--- src/rtl/masking_pkg.sv ---
// masking_pkg
//   Shared definitions for the masked datapath: LFSR feedback mask, default
//   seed, encoder FSM states and a single-step Galois LFSR helper.
package masking_pkg;

    localparam logic [31:0] LFSR_MASK    = 32'h8020_0003;
    localparam logic [31:0] DEFAULT_SEED = 32'hACE1_2468;

    typedef enum logic [1:0] {
        IDLE,
        GATHER,
        OUT
    } enc_state_t;

    // One Galois right-shift step: shift out the lsb and fold it back in
    // through the feedback mask.
    function automatic logic [31:0] lfsr_step(input logic [31:0] s);
        return s[0] ? ((s >> 1) ^ LFSR_MASK) : (s >> 1);
    endfunction

endpackage

--- src/rtl/masking_lfsr.sv ---
// masking_lfsr
//   32-bit Galois LFSR that advances WIDTH steps per enabled cycle and
//   presents the low WIDTH bits of the advanced state as fresh randomness.
// Ports:
//   clk        rising-edge clock
//   rst_n      asynchronous active-low reset (state <= LFSR_SEED)
//   en         advance the state this cycle
//   seed_load  load state from seed this cycle (wins over en)
//   seed       seed value; zero is replaced by LFSR_SEED
//   rnd        low WIDTH bits of the current state advanced WIDTH steps
module masking_lfsr
    import masking_pkg::*;
#(
    parameter int          WIDTH     = 8,
    parameter logic [31:0] LFSR_SEED = DEFAULT_SEED
) (
    input  logic             clk,
    input  logic             rst_n,
    input  logic             en,
    input  logic             seed_load,
    input  logic [31:0]      seed,
    output logic [WIDTH-1:0] rnd
);

    logic [31:0] state;
    logic [31:0] stepped;

    // WIDTH unrolled steps; rnd is always derived from the pre-load state so
    // a seed load on the same edge does not change the word consumed now.
    always_comb begin
        stepped = state;
        for (int i = 0; i < WIDTH; i++) begin
            stepped = lfsr_step(stepped);
        end
    end

    assign rnd = stepped[WIDTH-1:0];

    // An all-zero state would lock the LFSR, so a zero seed maps to LFSR_SEED.
    always_ff @(posedge clk or negedge rst_n) begin
        if (!rst_n) begin
            state <= LFSR_SEED;
        end else if (seed_load) begin
            state <= (seed == 32'd0) ? LFSR_SEED : seed;
        end else if (en) begin
            state <= stepped;
        end
    end

endmodule

--- src/rtl/masked_share_encoder.sv ---
// masked_share_encoder
//   Splits a WIDTH-bit secret into NUM_SHARES Boolean shares whose XOR is the
//   secret. Shares 0..NUM_SHARES-2 are raw LFSR words; the last share is the
//   secret XOR all of them.
// Ports:
//   clk         rising-edge clock
//   rst_n       asynchronous active-low reset
//   in_valid    secret offered
//   in_ready    encoder can accept a secret (IDLE only)
//   in_data     unmasked secret
//   seed_load   reload the LFSR from seed this cycle (any state)
//   seed        LFSR seed value
//   out_valid   shares_out valid
//   out_ready   consumer accepts shares
//   shares_out  share j at bits [j*WIDTH +: WIDTH]
module masked_share_encoder
    import masking_pkg::*;
#(
    parameter int          WIDTH      = 8,
    parameter int          NUM_SHARES = 5,
    parameter logic [31:0] LFSR_SEED  = DEFAULT_SEED
) (
    input  logic                        clk,
    input  logic                        rst_n,
    input  logic                        in_valid,
    output logic                        in_ready,
    input  logic [WIDTH-1:0]            in_data,
    input  logic                        seed_load,
    input  logic [31:0]                 seed,
    output logic                        out_valid,
    input  logic                        out_ready,
    output logic [NUM_SHARES*WIDTH-1:0] shares_out
);

    localparam int                CNT_W    = $clog2(NUM_SHARES);
    localparam logic [CNT_W-1:0]  LAST_CNT = CNT_W'(NUM_SHARES - 2);

    enc_state_t       state;
    logic [WIDTH-1:0] acc;
    logic [CNT_W-1:0] cnt;
    logic [WIDTH-1:0] rnd;
    logic             lfsr_en;

    // Randomness is only consumed in GATHER, so each accepted secret draws a
    // deterministic run of words from the LFSR.
    assign lfsr_en = (state == GATHER);

    masking_lfsr #(
        .WIDTH     (WIDTH),
        .LFSR_SEED (LFSR_SEED)
    ) u_lfsr (
        .clk       (clk),
        .rst_n     (rst_n),
        .en        (lfsr_en),
        .seed_load (seed_load),
        .seed      (seed),
        .rnd       (rnd)
    );

    // Handshake flags are decoded from the registered state; in_ready stays
    // low while reset is held.
    assign in_ready  = rst_n && (state == IDLE);
    assign out_valid = (state == OUT);

    always_ff @(posedge clk or negedge rst_n) begin
        if (!rst_n) begin
            state      <= IDLE;
            acc        <= '0;
            cnt        <= '0;
            shares_out <= '0;
        end else begin
            case (state)
                IDLE: begin
                    if (in_valid) begin
                        acc   <= in_data;
                        cnt   <= '0;
                        state <= GATHER;
                    end
                end
                GATHER: begin
                    for (int j = 0; j < NUM_SHARES - 1; j++) begin
                        if (cnt == CNT_W'(j)) begin
                            shares_out[j*WIDTH +: WIDTH] <= rnd;
                        end
                    end
                    acc <= acc ^ rnd;
                    cnt <= cnt + CNT_W'(1);
                    // acc ^ rnd here already folds in every random share.
                    if (cnt == LAST_CNT) begin
                        shares_out[(NUM_SHARES-1)*WIDTH +: WIDTH] <= acc ^ rnd;
                        state <= OUT;
                    end
                end
                OUT: begin
                    if (out_ready) begin
                        state <= IDLE;
                    end
                end
                default: state <= IDLE;
            endcase
        end
    end

endmodule

--- config.mk ---
export PLATFORM = sky130hd
export DESIGN_NAME = masked_share_encoder
export DESIGN_NICKNAME = d
export VERILOG_FILES = /design/src/rtl/masking_pkg.sv /design/src/rtl/masking_lfsr.sv /design/src/rtl/masked_share_encoder.sv
export SDC_FILE = /design/constraint.sdc
export NUM_CORES = 1
export LEC_CHECK = 0
export BUFFER_PORTS_ARGS = -buffer_cell sky130_fd_sc_hd__buf_2
export CAP_MARGIN = 25
export CELL_PAD_IN_SITES_DETAIL_PLACEMENT = 0
export CELL_PAD_IN_SITES_GLOBAL_PLACEMENT = 2
export CORE_ASPECT_RATIO = 1.2
export CORE_MARGIN = 2
export CORE_UTILIZATION = 30
export CTS_CLUSTER_SIZE = 30
export DETAILED_ROUTE_END_ITERATION = 8
export GPL_ROUTABILITY_DRIVEN = 0
export PLACE_DENSITY = 0.83
export SETUP_SLACK_MARGIN = 0.4
export SLEW_MARGIN = 5
export SYNTH_ARGS = -nofsm -noshare
export SYNTH_HDL_FRONTEND = slang
export SYNTH_SLANG_ARGS = --single-unit
--- constraint.sdc ---
create_clock -name clk -period 1.9 [get_ports clk]
set_input_delay 0.19 -clock clk [delete_from_list [all_inputs] [get_ports clk]]
set_output_delay 0.19 -clock clk [all_outputs]
set_load 0.02 [all_outputs]
==> impl_metrics.py <==
metrics = {
    "power_and_ir_drop": {
        "power_density_mw_per_mm2": 2302,
        "leakage_nw": 2.569,
        "finalPower_mw": 12.60,
        "worst_ir_drop_vdd_mv": 0.8230,
    },
    "drt": {
        "vias_per_cell": 4.846,
        "drtIter0Drc": 161,
        "vias": 3373,
        "postRouteAntennaNets": 0,
        "remaining_drc_errors": 0,
        "drtPass1Iterations": 4,
        "drt_wl_total_microns": 11600,
        "routedWlPerCell_microns": 16.67,
    },
    "layout": {
        "syn_to_final_growth_pct": 33.53,
        "finalNetCount": 573,
        "final_layout_size_suffix_gt1_share_pct": 36.17,
        "antenna_cells": 0,
        "fillers": 1287,
        "stdcell_count": 696,
        "post-route-util_pct": 41.15,
    },
    "floorplan": {
        "io_pins": 87,
        "initial_core_util_pct": 30.82,
        "die_area_sq_mm": 0.01461,
        "die_w_microns": 110.7,
        "coreArea_sq_mm": 0.01330,
        "die_h_microns": 132.0,
        "row_count": 46,
    },
    "timing": {
        "period_needed_ns": 1.851,
        "fin_crit_sh_pct": 97.42,
        "slew_headroom_pct": 65.55,
        "fin_ws_ns": 0.04905,
        "slew_viol_final": 0,
        "worstMarginPinSlew_ns": 0.5161,
        "clock.fmax_ghz": 0.5403,
        "finalHoldViolations": 0,
        "rsz0062_at_grt": "true",
        "finalClockSkew_ns": 0.008364,
        "setup_violations": 0,
        "fin_tns_setup_ns": 0,
    },
    "clocking": {
        "clockBufferDepth": 2,
        "clk_latency_ns": 0.35,
        "cts_tree": "yes",
        "htreeDepth": 3,
        "numCtsBuffers": 9,
        "clock-root-buffer": "clkbuf_16",
        "clkTransAtPathRegs_ns": 0.06,
        "numClockSinks": 85,
    },
    "synth": {
        "synth_cell_type_count": 42,
        "ys_top_cells_by_count": "84 x nand2_1, 72 x dfrtp_1, 47 x o21ai_0",
        "synth.area.top_cells": "dfrtp_1 44%, dfstp_2 8.3%, nand2_1 7.7%",
        "synth_seq_cells": 85,
        "synth_largest_area_cell": "dfrtp_1",
        "syn_avg_cell_area_sq_um": 9.803,
        "ys_seq_area_share_pct": 52.31,
        "netlist_instances": 418,
        "netlist_area_sq_mm": 0.004098,
        "async_reset_ff_share_pct": 100.0,
        "synth_nets": 468,
        "synth-edff-count": 0,
        "ys.flop_type": "dfrtp_1",
        "synth_top_area_share_pct": 43.97,
        "yosysWarnings": 0,
        "yosysMostFrequentCell": "nand2_1",
    },
    "setup_path": {
        "path_cells": "xor2_2, xnor3_2, xor2_4, a211oi_1, a21o_1",
        "path_max_fanout": 4,
        "startpoint": "u_lfsr.state[1]",
        "worstSetupPathType": "register to register",
        "cp.arrival_ns": 2.13,
        "start_kind": "register",
        "crit_family": "XOR/XNOR gates",
        "critPathRequiredTime_ns": 2.18,
        "path_buf_inv": 0,
        "reg2reg_from": "u_lfsr.state[1]",
        "endpoint_kind": "register",
        "critPathMaxStageDelay_ns": 0.51,
        "crit_path_top_delay_cell": "xnor3_2",
    },
    "global_routing": {
        "grt_max_degree": 86,
        "grt_pass1_vias": 3386,
        "grt_overflow_total": 0,
        "grt_pass1_wl_microns": 18270,
        "antenna_found_initial": 0,
        "grt.total_usage_pct": 16.04,
    },
    "min_path": {
        "holdCritPathClass": "input port to register",
        "worstHoldStart": "out_ready",
    },
    "status": {
        "outcome": "complete, no violations",
    },
    "place": {
        "numPortBuffers": 86,
        "place.detailed.hpwl_microns": 8376,
        "dpl.cell_count": 665,
        "dp_slack_ns": 0.06566,
    },
    "flow_run": {
        "drv_cap": 0,
    },
}
==> area by class of cell <==
type | instances | area (sq um) | share of cell area (%)
Clock inverter | 6 | 135.1 | 2.470
Clock buffer | 10 | 229.0 | 4.185
Inverter | 5 | 21.27 | 0.3887
Sequential cell | 85 | 2146 | 39.22
Timing Repair Buffer | 119 | 743.2 | 13.58
Tap cell | 168 | 210.2 | 3.842
Multi-Input combinational cell | 303 | 1987 | 36.31
==> path summary, 6_finish.rpt <==
path	endpoint	slack [ns]	cells past startpoint
min	state[1]	0.03	2
min in group asynchronous	u_lfsr.state[18]	0.48	3
max in group asynchronous	state[1]	1.05	3
max reg2reg	u_lfsr.state[0]	0.05	5
min reg2reg	shares_out[10]	0.47	2
max	u_lfsr.state[0]	0.05	5
==> routing by layer <==
metal / global-route usage, % / wire length (microns) / vias up
li1: - / - / 1633
met1: 20.14 / 5194 / 1634
met2: 27.47 / 5704 / 90
met3: 2.943 / 480 / 16
met4: 6.111 / 224 / 0
met5: 0 / 0 / -
==> repair_timing <==
action                                  4_1_cts  5_1_grt
endpoints found under the setup margin       43       64
hold endpoints to repair                     72        0
resized for setup                            20       29
setup buffers                                 8        5
hold buffers                                  1        0
pin swaps                                     0        6
cloned                                        0        1
==> state kept, by name, indices dropped and copies added, names as in the netlist <==
signal	flops
acc	8
cnt	3
shares_out	40
state	2
u_lfsr.state	32
==> cells by family (layout without fill, tap and decap cells) <==
kind of cell / after synthesis / after routing / share of synthesized area [%]
simple gates: 146 / 147 / 15.08
compound gates: 95 / 95 / 12.95
flops: 85 / 85 / 52.31
xor+xnor: 32 / 32 / 8.977
buf+inv: 31 / 140 / 2.931
mux: 24 / 24 / 6.229
fa+ha+maj: 5 / 5 / 1.527
==> where the power goes <==
| part | total, mW | internal, mW | switching [mW] |
|---|---|---|---|
| logic | 6.88 | 3.28 | 3.61 |
| clock network | 2.14 | 1.42 | 0.725 |
| registers | 3.57 | 2.76 | 0.808 |
| total | 12.6 | 7.46 | 5.14 |
==> layout by cell type, fill, tap and decap left out, types with 3 or more instances in the layout <==
cell type  count
dfstp_2       13
a31oi_1        5
xnor3_2        3
xor2_1         6
mux2_2        12
nor3b_1        5
buf_6          8
buf_2         83
nor2_1        30
mux2i_1       12
clkbuf_16      9
xnor2_1       15
nand2_1       80
nor3_1         4
inv_1          4
o21ai_2        3
o21ai_0       35
nand2_2        3
a211oi_1       3
nor4_1         8
nor2_2         3
ha_1           5
dfrtp_1       70
buf_4         25
o21ai_1        9
a21oi_1       25
bufinv_16      4
==> stage by stage <==
stage	area, sq um	hold WS [ns]
global route	5472	0.02483
detailed placement	4833	0.3318
finish	5472	0.03209
floorplan	4126	-0.1056
CTS	5356	0.02619
global placement	4833	0.3283
Power figures use the tool's default switching activity.
